==> src/rtl/mux2_sel.sv <==
// mux2_sel: two-way word selector for the datapath, with a registered copy of the
// result and select-activity monitoring (change pulse plus saturating switch counter).
module mux2_sel #(
   parameter int n     = 32,
   parameter int CNT_W = 16
) (
   input  logic             clk,
   input  logic             rst_n,
   input  logic [n-1:0]     a,
   input  logic [n-1:0]     b,
   input  logic             select,
   output logic [n-1:0]     out,
   output logic [n-1:0]     out_q,
   output logic             sel_q,
   output logic             sel_changed,
   output logic [CNT_W-1:0] switch_cnt
);

   logic sel_diff;
   logic cnt_full;

   assign out      = select ? b : a;
   assign sel_diff = (select != sel_q);
   assign cnt_full = &switch_cnt;

   // The counter saturates at all-ones, but the change pulse keeps firing regardless.
   always_ff @(posedge clk or negedge rst_n) begin
      if (!rst_n) begin
         out_q       <= '0;
         sel_q       <= 1'b0;
         sel_changed <= 1'b0;
         switch_cnt  <= '0;
      end else begin
         out_q       <= out;
         sel_q       <= select;
         sel_changed <= sel_diff;
         if (sel_diff && !cnt_full)
            switch_cnt <= switch_cnt + CNT_W'(1);
      end
   end

endmodule

==> config.mk <==
export PLATFORM = sky130hd
export DESIGN_NAME = mux2_sel
export DESIGN_NICKNAME = d
export VERILOG_FILES = /design/src/rtl/mux2_sel.sv
export SDC_FILE = /design/constraint.sdc
export NUM_CORES = 1
export LEC_CHECK = 0
export ABC_AREA = 1
export BUFFER_PORTS_ARGS = -buffer_cell sky130_fd_sc_hd__buf_2
export CAP_MARGIN = 20
export CORE_UTILIZATION = 39
export CTS_BUF_LIST = sky130_fd_sc_hd__clkbuf_4
export DETAILED_ROUTE_END_ITERATION = 8
export PLACE_DENSITY = 0.8
export SYNTH_ARGS = -nofsm -noshare
export SYNTH_HDL_FRONTEND = slang
export SYNTH_SLANG_ARGS = --single-unit
==> constraint.sdc <==
create_clock -name clk -period 1.3 [get_ports clk]
set_input_delay 0.26 -clock clk [delete_from_list [all_inputs] [get_ports clk]]
set_output_delay 0.26 -clock clk [all_outputs]
set_load 0.005 [all_outputs]
==> results of run 1 <==
## sequential cells by signal, summed over array words and instances, names as in the netlist
register	count
sel_q	1
sel_changed	1
switch_cnt	16
out_q	32
## kinds of logic (layout without fill, tap and decap cells)
kind of cell / Yosys count / count (layout)
simple gates: 109 / 111
xor+xnor: 9 / 9
fa+ha+maj: 1 / 1
buf+inv: 17 / 228
flops: 50 / 50
mux: 32 / 32
## cells in the final DEF, fill, tap and decap left out, types with 6 or more instances in the layout
cell,count
buf_2,129
buf_4,31
buf_6,42
dfrtp_1,48
inv_1,9
mux2_2,31
nand2_1,51
nand2_2,19
nor2_1,6
nor2_4,11
## per-stage QoR
stage	power [mW]	util, %	instance area (sq um)	TNS (ns)	hold slack, ns
final	4.08	74.2	4110	-2.04	0.130
after global routing	4.29	74.2	4110	-4.11	0.0924
after CTS	3.87	68.5	3800	-0.233	0.109
after detailed placement	2.83	60.6	3360	-6.08	0.270
after global placement	2.78	60.6	3360	-4.81	0.268
after floorplan	2.26	-	2280	-0.0556	-0.0356
## where the power goes
part / switching (mW) / internal (mW)
clock: 0.515 / 0.212
sequential: 0.0897 / 1.71
combinational: 0.707 / 0.853
## what timing repair did
item | CTS | global route
gates resized for setup | 48 | 57
pin swaps | 5 | 18
hold buffers | 1 | 0
hold endpoints to repair | 50 | 0
cloned | 2 | 2
buffers inserted | 15 | 9
endpoints found under the setup margin | 63 | 32
## routing by layer
layer	vias up	global-route usage [%]	part of all wire [%]
met5	-	0	0
met4	0	8.70	3.9
met3	28	4.77	7.4
met2	155	40.4	54
met1	1171	27.3	35
li1	1129	-	-
## cell type report
cell class | instances | area [sq um]
tap | 72 | 90.1
fill | 382 | 1430
timing repair buffer | 209 | 1490
clock inverter | 3 | 20.0
inverter | 11 | 41.3
clock buffer | 5 | 37.5
multi-input combinational | 153 | 1180
sequential | 50 | 1250
## how the worst max path moves through the flow
stage	start	to	slack, ns	depth (start not counted)
2_1_floorplan	switch_cnt[0]	switch_cnt[7]	-0.01	9
3_3_place_gp	switch_cnt[1]	switch_cnt[10]	-0.31	8
3_5_place_dp	switch_cnt[1]	switch_cnt[0]	-0.38	8
4_1_cts	switch_cnt[1]	switch_cnt[1]	-0.04	2
5_1_grt	switch_cnt[7]	switch_cnt[4]	-0.24	7
6_report	switch_cnt[5]	switch_cnt[14]	-0.16	7
## worst max-delay path, delay by kind of cell, from the launching register on
family,cells,cell delay [ns]
AND/OR/NAND/NOR,6,0.82
flip-flops,1,0.43
buffers and inverters,1,0.15
==> results.toml, run 1 <==
[status]
status = "finished with violations"
violations = "negative setup slack"

[yosys]
syn-mean-instance-area_sq_um = 10.4
synth_top_area_cell = "dfrtp_1"
synth_area_leaders = "dfrtp_1 55%, mux2_2 16%, nand2_1 12%"
synthTopCellsByCount = "70 x nand2_1, 50 x dfrtp_1, 32 x mux2_2"
synth_edf_count = 0
muxShareOfSynthArea_pct = 15.9
syn_area_sq_mm = 0.00227
synth_compound_area_share_pct = 0
yosysWarnings = 0
synthSimpleGateAreaFrac_pct = 21.1
ys_ff_latch = 50
synth_top_area_share_pct = 55.2
synth_top_family_by_area = "simple AND/OR/NAND/NOR gates"
async_reset_ff_share_pct = 100
synth_ff_type = "dfrtp_1"
synthXorXnorAreaFrac_pct = 3.48
synthesis.nets = 286
ys_seq_area_share_pct = 55.2
synth_cells = 218
synthAdderAreaFrac_pct = 0.552
synth_cell_types = 17
synth_most_common_cell = "nand2_1"

[timing]
skew_ns = 0.0134
setup_viol = 30
rsz0062_at_grt = "true"
period_minus_slack_ns = 1.46
max_slew_margin_pct = 73.3
worstMarginPinSlew_ns = 0.398
slew_violations = 0
period_share_pct = 112
hold_viol = 0
max_clock_freq_mhz = 684
setup_slack_ns = -0.162

[layout]
syn_to_final_growth_pct = 81.4
antenna_cells = 0
fin_cells = 503
fin_nets = 498
layout-drive-gt1-share_pct = 69.1

[worst_setup_path]
cp_slowest_stage_delay_ns = 0.43
regToRegSetupSlack_ns = -0.16
cpMostUsedCell = "nand2_1"
worst_setup_path_start_kind = "flop"
reg2regPathDepth = 7
cp-end-kind = "flop"
r2r-end = "switch_cnt[14]"
cp.required_ns = 1.61
path_cells = "nand2_1 > nor2_2 > buf_4 > nand4_4 > nand2_4 > nand2_1 > nand2_1"
cp_max_fo = 6
worst_r2r_startpoint = "switch_cnt[5]"
cpMaxStageDelayCell = "dfrtp_1"
critical_path_class = "flop to flop"
worstPathArrival_ns = 1.77

[power]
ir_drop_v = 0.000752
p_leak_nw = 2.07
power.density_mw_per_mm2 = 993

[detailed_routing]
drtPass1Iterations = 4
drt_iter0_drc = 187
postRouteAntennaNets = 0
post_drt_via_cell_ratio = 4.94
num_vias = 2483
wl_per_cell_um = 15.7
totalWireLength_mm = 7.89
drc = 0

[worst_hold_path]
min_path_type = "input pin to flop"
hold_path_depth = 2
holdCritStartpoint = "a[11]"
min_to = "out_q[11]"

[clocking]
clock_sinks = 50
clk_path_buf_depth = 2
cts_root_buf = "clkbuf_4"
clk_pin_slew_ns = 0.16
tritoncts = "built"
ctsHtreeMaxLevel = 2
clk-insertion-delay-late_ns = 0.37
cts_inserted_buffers = 5

[die]
die_height_um = 78.2
coreArea_sq_mm = 0.00554
die_w_um = 78.2
io_pins = 149
rows = 27
die-area_sq_mm = 0.00612
initial_core_util_pct = 40.9

[placed_design]
hpwl_mm = 4.58
placedCellCount = 467
pre_cts_slack_ns = -0.379
globalplace.congestion = 0.781
portBuffers = 148

[grt]
grt_pass1_vias = 2416
grt_max_degree = 51
grt_antenna_before_repair = 0
grt_overflow_total = 0
grt_pass1_wl_mm = 10.9
grtUsageTotal_pct = 22.9

[job]
drv_cap = 0
Note: power is estimated with default switching activity, not from simulation.
==> inputs of run 2 (changes only) <==
==> config.mk (replaced) <==
export PLATFORM = sky130hd
export DESIGN_NAME = mux2_sel
export DESIGN_NICKNAME = d
export VERILOG_FILES = /design/src/rtl/mux2_sel.sv
export SDC_FILE = /design/constraint.sdc
export NUM_CORES = 1
export LEC_CHECK = 0
export ABC_AREA = 0
export BUFFER_PORTS_ARGS = -buffer_cell sky130_fd_sc_hd__buf_2
export CAP_MARGIN = 20
export CORE_UTILIZATION = 38
export CTS_BUF_LIST = sky130_fd_sc_hd__clkbuf_4
export DETAILED_ROUTE_END_ITERATION = 8
export PLACE_DENSITY = 0.81
export SYNTH_ARGS = -nofsm -noshare
export SYNTH_HDL_FRONTEND = slang
export SYNTH_SLANG_ARGS = --single-unit
==> run 2 against run 1 <==
Net effect: the run still ends with negative setup slack left; largest cell class unchanged; sequential share of layout area rose by 3.0 points; first-iteration DRC count is 73% lower; maximum frequency fell by 7.7%; wire length fell by 14%; non-clock buffer count shrank 8; clock power decreased by 4.5%; sequential power up 7%; combinational power up 13%; worst hold slack better by 0.015 ns; via count decreased by 19%; clock skew is 0.0012 ns lower.
==> results.toml, run 2 <==
[status]
status = "finished with violations"
violations = "negative setup slack"

[clocking]
clk-insertion-delay-late_ns = 0.35
clock_sinks = 50
cts_inserted_buffers = 5
clk_pin_slew_ns = 0.14
tritoncts = "built"
cts_root_buf = "clkbuf_4"
clk_path_buf_depth = 2
ctsHtreeMaxLevel = 2

[yosys]
ys_seq_area_share_pct = 61.2
yosysWarnings = 0
synth_cell_types = 22
synth_top_area_cell = "dfrtp_1"
synthTopCellsByCount = "50 x dfrtp_1, 33 x mux2_2, 12 x xor2_1"
synth_top_area_share_pct = 61.2
synth_area_leaders = "dfrtp_1 61%, mux2_2 18%, xor2_1 5.1%"
synth_edf_count = 0
syn_area_sq_mm = 0.00204
synth_most_common_cell = "dfrtp_1"
syn-mean-instance-area_sq_um = 14.3
synthesis.nets = 211
ys_ff_latch = 50
synth_ff_type = "dfrtp_1"
synth_cells = 143
async_reset_ff_share_pct = 100

[power]
power.density_mw_per_mm2 = 1170
ir_drop_v = 0.000747
p_leak_nw = 1.95
finalPower_mw = 4.39

[timing]
period_share_pct = 122
rsz0062_at_grt = "true"
worstMarginPinSlew_ns = 0.303
setup_slack_ns = -0.284
skew_ns = 0.0122
slew_violations = 0
hold_slack_ns = 0.144
max_slew_margin_pct = 79.6
hold_viol = 0
max_clock_freq_mhz = 631
period_minus_slack_ns = 1.58
setup_viol = 25

[detailed_routing]
wl_met1_mm = 2.48
highest_layer = "met4"
totalWireLength_mm = 6.79
num_vias = 2019
post_drt_via_cell_ratio = 4.83
dr_wl_met3_um = 360
postRouteAntennaNets = 0
wl_met2_mm = 3.80
wl_per_cell_um = 16.2
drt_iter0_drc = 51
drc = 0
drtPass1Iterations = 4

[worst_hold_path]
holdCritStartpoint = "b[10]"
hold_path_depth = 2
min_path_type = "input pin to flop"
min_to = "out_q[10]"

[placed_design]
portBuffers = 148
globalplace.congestion = 0.803
hpwl_mm = 3.94

[worst_setup_path]
cp-end-kind = "flop"
worst_setup_path_start_kind = "flop"
cp_slowest_stage_delay_ns = 0.41
cp.required_ns = 1.57
cp_max_fo = 3
worstPathArrival_ns = 1.86
regToRegSetupSlack_ns = -0.28
worst_r2r_startpoint = "switch_cnt[13]"
reg2regPathDepth = 5
path_buf_inv = 1
cpMaxStageDelayCell = "dfrtp_1"
cp_top_family = "simple AND/OR/NAND/NOR gates"
r2r-end = "switch_cnt[7]"
critical_path_class = "flop to flop"
path_cells = "nand4_1 > nor4_4 > buf_4 > nor3_1 > xor2_1"

[layout]
fin_nets = 415
layout_commonest_cell = "buf_2"
syn_to_final_growth_pct = 82.9
top_register = "out_q"
largest_reg_flops = 32
layout-drive-gt1-share_pct = 76.1
antenna_cells = 0
mostFrequentLayoutCells = "133 x buf_2, 49 x dfrtp_1, 31 x buf_6, 29 x buf_4, 24 x mux2_2"
reg.largest.list = "out_q (32), switch_cnt (16)"

[die]
die_w_um = 75.4
die_height_um = 75.4
coreArea_sq_mm = 0.00514
initial_core_util_pct = 39.8
rows = 26
die-area_sq_mm = 0.00568
io_pins = 149

[grt]
grt_overflow_total = 0
grt_max_degree = 51
grt_pass1_vias = 1854
grtUsageTotal_pct = 21.2
grt_pass1_wl_mm = 8.74
grt_antenna_before_repair = 0

[job]
drv_cap = 0
==> run 2: cell types whose count changed in the layout (fill, tap and decap cells not counted), moves of 7 or more <==
| cell | previous run | this run |
|---|---|---|
| inv_1 | 9 | 1 |
| mux2_2 | 31 | 24 |
| nand2_1 | 51 | 3 |
| buf_6 | 42 | 31 |
| nor2_4 | 11 | 1 |
| xor2_1 | 4 | 12 |
| nand2_2 | 19 | 1 |
| mux2_4 | 1 | 9 |
==> run 2: per-layer routing <==
layer	vias to the layer above	global-route usage (%)
met5	-	0
met1	973	24.4
met3	15	6.48
met2	105	38.2
met4	0	5.97
li1	926	-
==> run 2: layout make-up <==
class,instances,area [sq um]
Multi-Input combinational cell,88,923
Timing Repair Buffer,201,1420
Sequential cell,50,1250
Clock buffer,6,45.0
Fill cell,353,1400
Inverter,1,3.75
Tap cell,70,87.6
Clock inverter,2,8.76
==> run 2: report_power, final <==
part	leakage, nW	switching, mW	internal [mW]	total (mW)
logic	1.31	0.657	1.11	1.76
clock network	0.0331	0.468	0.226	0.694
registers	0.604	0.186	1.75	1.93
==> run 2: worst max-delay path by stage <==
stage / startpoint / slack, ns / end / depth (start not counted)
finish: switch_cnt[13] / -0.28 / switch_cnt[7] / 5
global route: sel_q / -0.30 / switch_cnt[13] / 4
CTS: switch_cnt[9] / -0.19 / switch_cnt[7] / 5
detailed placement: select / -0.21 / switch_cnt[13] / 5
global placement: select / -0.14 / switch_cnt[12] / 5
floorplan: switch_cnt[8] / -0.19 / switch_cnt[1] / 4
==> run 2: cell families after synthesis <==
logic type	after synthesis	share of synthesized area, %
buffers and inverters	5	1.28
AOI/OAI and AO/OA	7	2.26
DFF	50	61.2
adders and majority gates	1	0.612
xor gates and xnor gates	13	6.49
muxes	34	18.7
and+or+nand+nor	33	9.49
==> run 2: timing repair <==
item                                   4_1_cts  5_1_grt
setup buffers                                8       16
hold buffers                                 1        0
setup endpoints to repair                   60       36
cloned                                       3        1
resized for setup                           31       43
endpoints found under the hold margin       50        0
pin swaps                                   10       12
==> run 2: through the flow <==
step	utilization (%)	setup TNS (ns)	instance area (sq um)	worst slack, ns	instances
CTS	66.9	-2.14	3440	-0.194	405
global route	72.7	-4.75	3740	-0.301	418
finish	72.7	-3.46	3740	-0.284	418
detailed placement	60.8	-5.57	3120	-0.210	386
global placement	60.8	-4.54	3120	-0.145	386
floorplan	-	-1.34	2080	-0.193	143
==> inputs of run 3 (changes only) <==
==> config.mk (replaced) <==
export PLATFORM = sky130hd
export DESIGN_NAME = mux2_sel
export DESIGN_NICKNAME = d
export VERILOG_FILES = /design/src/rtl/mux2_sel.sv
export SDC_FILE = /design/constraint.sdc
export NUM_CORES = 1
export LEC_CHECK = 0
export ABC_AREA = 0
export CAP_MARGIN = 20
export CORE_UTILIZATION = 61
export CTS_BUF_LIST = sky130_fd_sc_hd__clkbuf_4
export DETAILED_ROUTE_END_ITERATION = 8
export DONT_BUFFER_PORTS = 1
export PLACE_DENSITY = 0.79
export SYNTH_ARGS = -nofsm -noshare
export SYNTH_HDL_FRONTEND = slang
export SYNTH_SLANG_ARGS = --single-unit
==> constraint.sdc (replaced) <==
create_clock -name clk -period 2.05 [get_ports clk]
set_input_delay 0.41 -clock clk [delete_from_list [all_inputs] [get_ports clk]]
set_output_delay 0.41 -clock clk [all_outputs]
set_load 0.005 [all_outputs]
==> run 3 against run 2 <==
Net effect: the flow now finishes without violations; critical path type unchanged; global-route usage up 2.6 points; worst setup slack gained 0.51 ns; maximum frequency shrank 13%; critical path depth is the same; sequential cell count unchanged; sequential power fell by 34%; worst hold slack got worse by 0.073 ns; die area shrank 37%; count of clock-buffer cells in the layout grew 1.
==> results.toml, run 3 (synthesis gave the netlist of run 2 again) <==
[timing]
rsz0062_at_grt = "false"
tns_ns = 0
hold_slack_ns = 0.0715
period_share_pct = 89.2
worstMarginPinSlew_ns = 0.516
setup_viol = 0
max_clock_freq_mhz = 547
period_minus_slack_ns = 1.83
slew_violations = 0
hold_viol = 0
max_slew_margin_pct = 65.5
skew_ns = 0.00904

[status]
status = "completed"

[worst_setup_path]
critical_path_class = "flop to flop"
cpMaxStageDelayCell = "nor4_4"
path_cells = "ha_1 > nand3_1 > nor4_4 > nor2_2 > mux2_2"
worst_setup_path_start_kind = "flop"
path_buf_inv = 0
cp_slowest_stage_delay_ns = 0.49
cp_max_fo = 6
cp_top_family = "simple AND/OR/NAND/NOR gates"
worstPathArrival_ns = 2.09
cp-end-kind = "flop"
cp.required_ns = 2.31

[layout]
layout-drive-gt1-share_pct = 30.2
fin_nets = 216
fin_util_pct = 70.2
mostFrequentLayoutCells = "50 x dfrtp_1, 33 x mux2_2, 12 x xor2_1, 7 x nand4_1, 7 x clkbuf_4"
reg.largest.list = "out_q (32), switch_cnt (16)"
fin_cells = 193
top_register = "out_q"
layout_commonest_cell = "dfrtp_1"
antenna_cells = 0
largest_reg_flops = 32
syn_to_final_growth_pct = 7.47

[placed_design]
hpwl_mm = 3.22
globalplace.congestion = 0.822
placedCellCount = 183
portBuffers = 0

[clocking]
cts_hold_buf = 2
postCtsResizedCells = 0
clk_path_buf_depth = 2
cts_inserted_buffers = 5
post_cts_buffers = 0
cts_root_buf = "clkbuf_4"
clock_sinks = 50
ctsHtreeMaxLevel = 2
tritoncts = "built"
clk_pin_slew_ns = 0.13
clk-insertion-delay-late_ns = 0.36

[grt]
grtUsageTotal_pct = 23.8
grt_pass1_vias = 1213
grt_max_degree = 51
grt_pass1_wl_mm = 6.00
grt_antenna_before_repair = 0
grt_overflow_total = 0

[detailed_routing]
totalWireLength_mm = 4.36
postRouteAntennaNets = 0
num_vias = 1214
wl_per_cell_um = 22.6
drtPass1Iterations = 4
post_drt_via_cell_ratio = 6.29
drt_iter0_drc = 81
drc = 0

[die]
rows = 20
die_w_um = 59.9
die_height_um = 59.9
io_pins = 149
coreArea_sq_mm = 0.00313
die-area_sq_mm = 0.00359
initial_core_util_pct = 65.4

[worst_hold_path]
min_path_type = "input pin to flop"

[power]
power.density_mw_per_mm2 = 963
ir_drop_v = 0.000619
finalPower_mw = 2.12
p_leak_nw = 0.989

[job]
drv_cap = 0
-- run 3: power breakdown --
| group | switching (mW) | total [mW] | internal, mW |
|---|---|---|---|
| Sequential | 0.161 | 1.27 | 1.11 |
| Clock | 0.283 | 0.568 | 0.285 |
| Combinational | 0.143 | 0.278 | 0.134 |
| Total | 0.587 | 2.12 | 1.53 |
-- run 3: final cells by class --
| class | instances | area, sq um |
|---|---|---|
| sequential | 50 | 1250 |
| fill | 212 | 931 |
| multi-input combinational | 88 | 767 |
| tap | 44 | 55.1 |
| clock buffer | 7 | 52.6 |
| timing repair buffer | 2 | 37.5 |
| clock inverter | 1 | 30.0 |
| inverter | 1 | 3.75 |
-- run 3: layer usage --
metal	vias to the layer above	GRT usage [%]	share of wire, %
li1	521	-	-
met1	596	28.5	36
met2	89	40.3	54
met3	8	7.58	8.1
met4	0	8.64	1.7
met5	-	0	0
-- run 3: worst register-to-register path, stage by stage, from the launching register on --
cell,delay (ns)
dfrtp_1,0.46
ha_1,0.24
nand3_1,0.16
nor4_4,0.49
nor2_2,0.08
mux2_2,0.29
-- run 3: worst paths after layout --
kind                                  end  slack [ns]  depth (start not counted)      startpoint
max                         switch_cnt[1]        0.22                          5   switch_cnt[0]
min                                 sel_q        0.07                          0          select
max reg2reg                 switch_cnt[1]        0.22                          5   switch_cnt[0]
min reg2reg                switch_cnt[15]        0.54                          1  switch_cnt[15]
max in group asynchronous     sel_changed        1.27                          2           rst_n
min in group asynchronous   switch_cnt[4]        0.56                          2           rst_n
-- run 3: stage by stage --
step / setup slack (ns) / instance area [sq um]
after floorplan: 0.391 / 2040
after global placement: 0.358 / 2080
after detailed placement: 0.277 / 2080
after CTS: 0.247 / 2200
after global routing: 0.140 / 2200
final: 0.222 / 2200
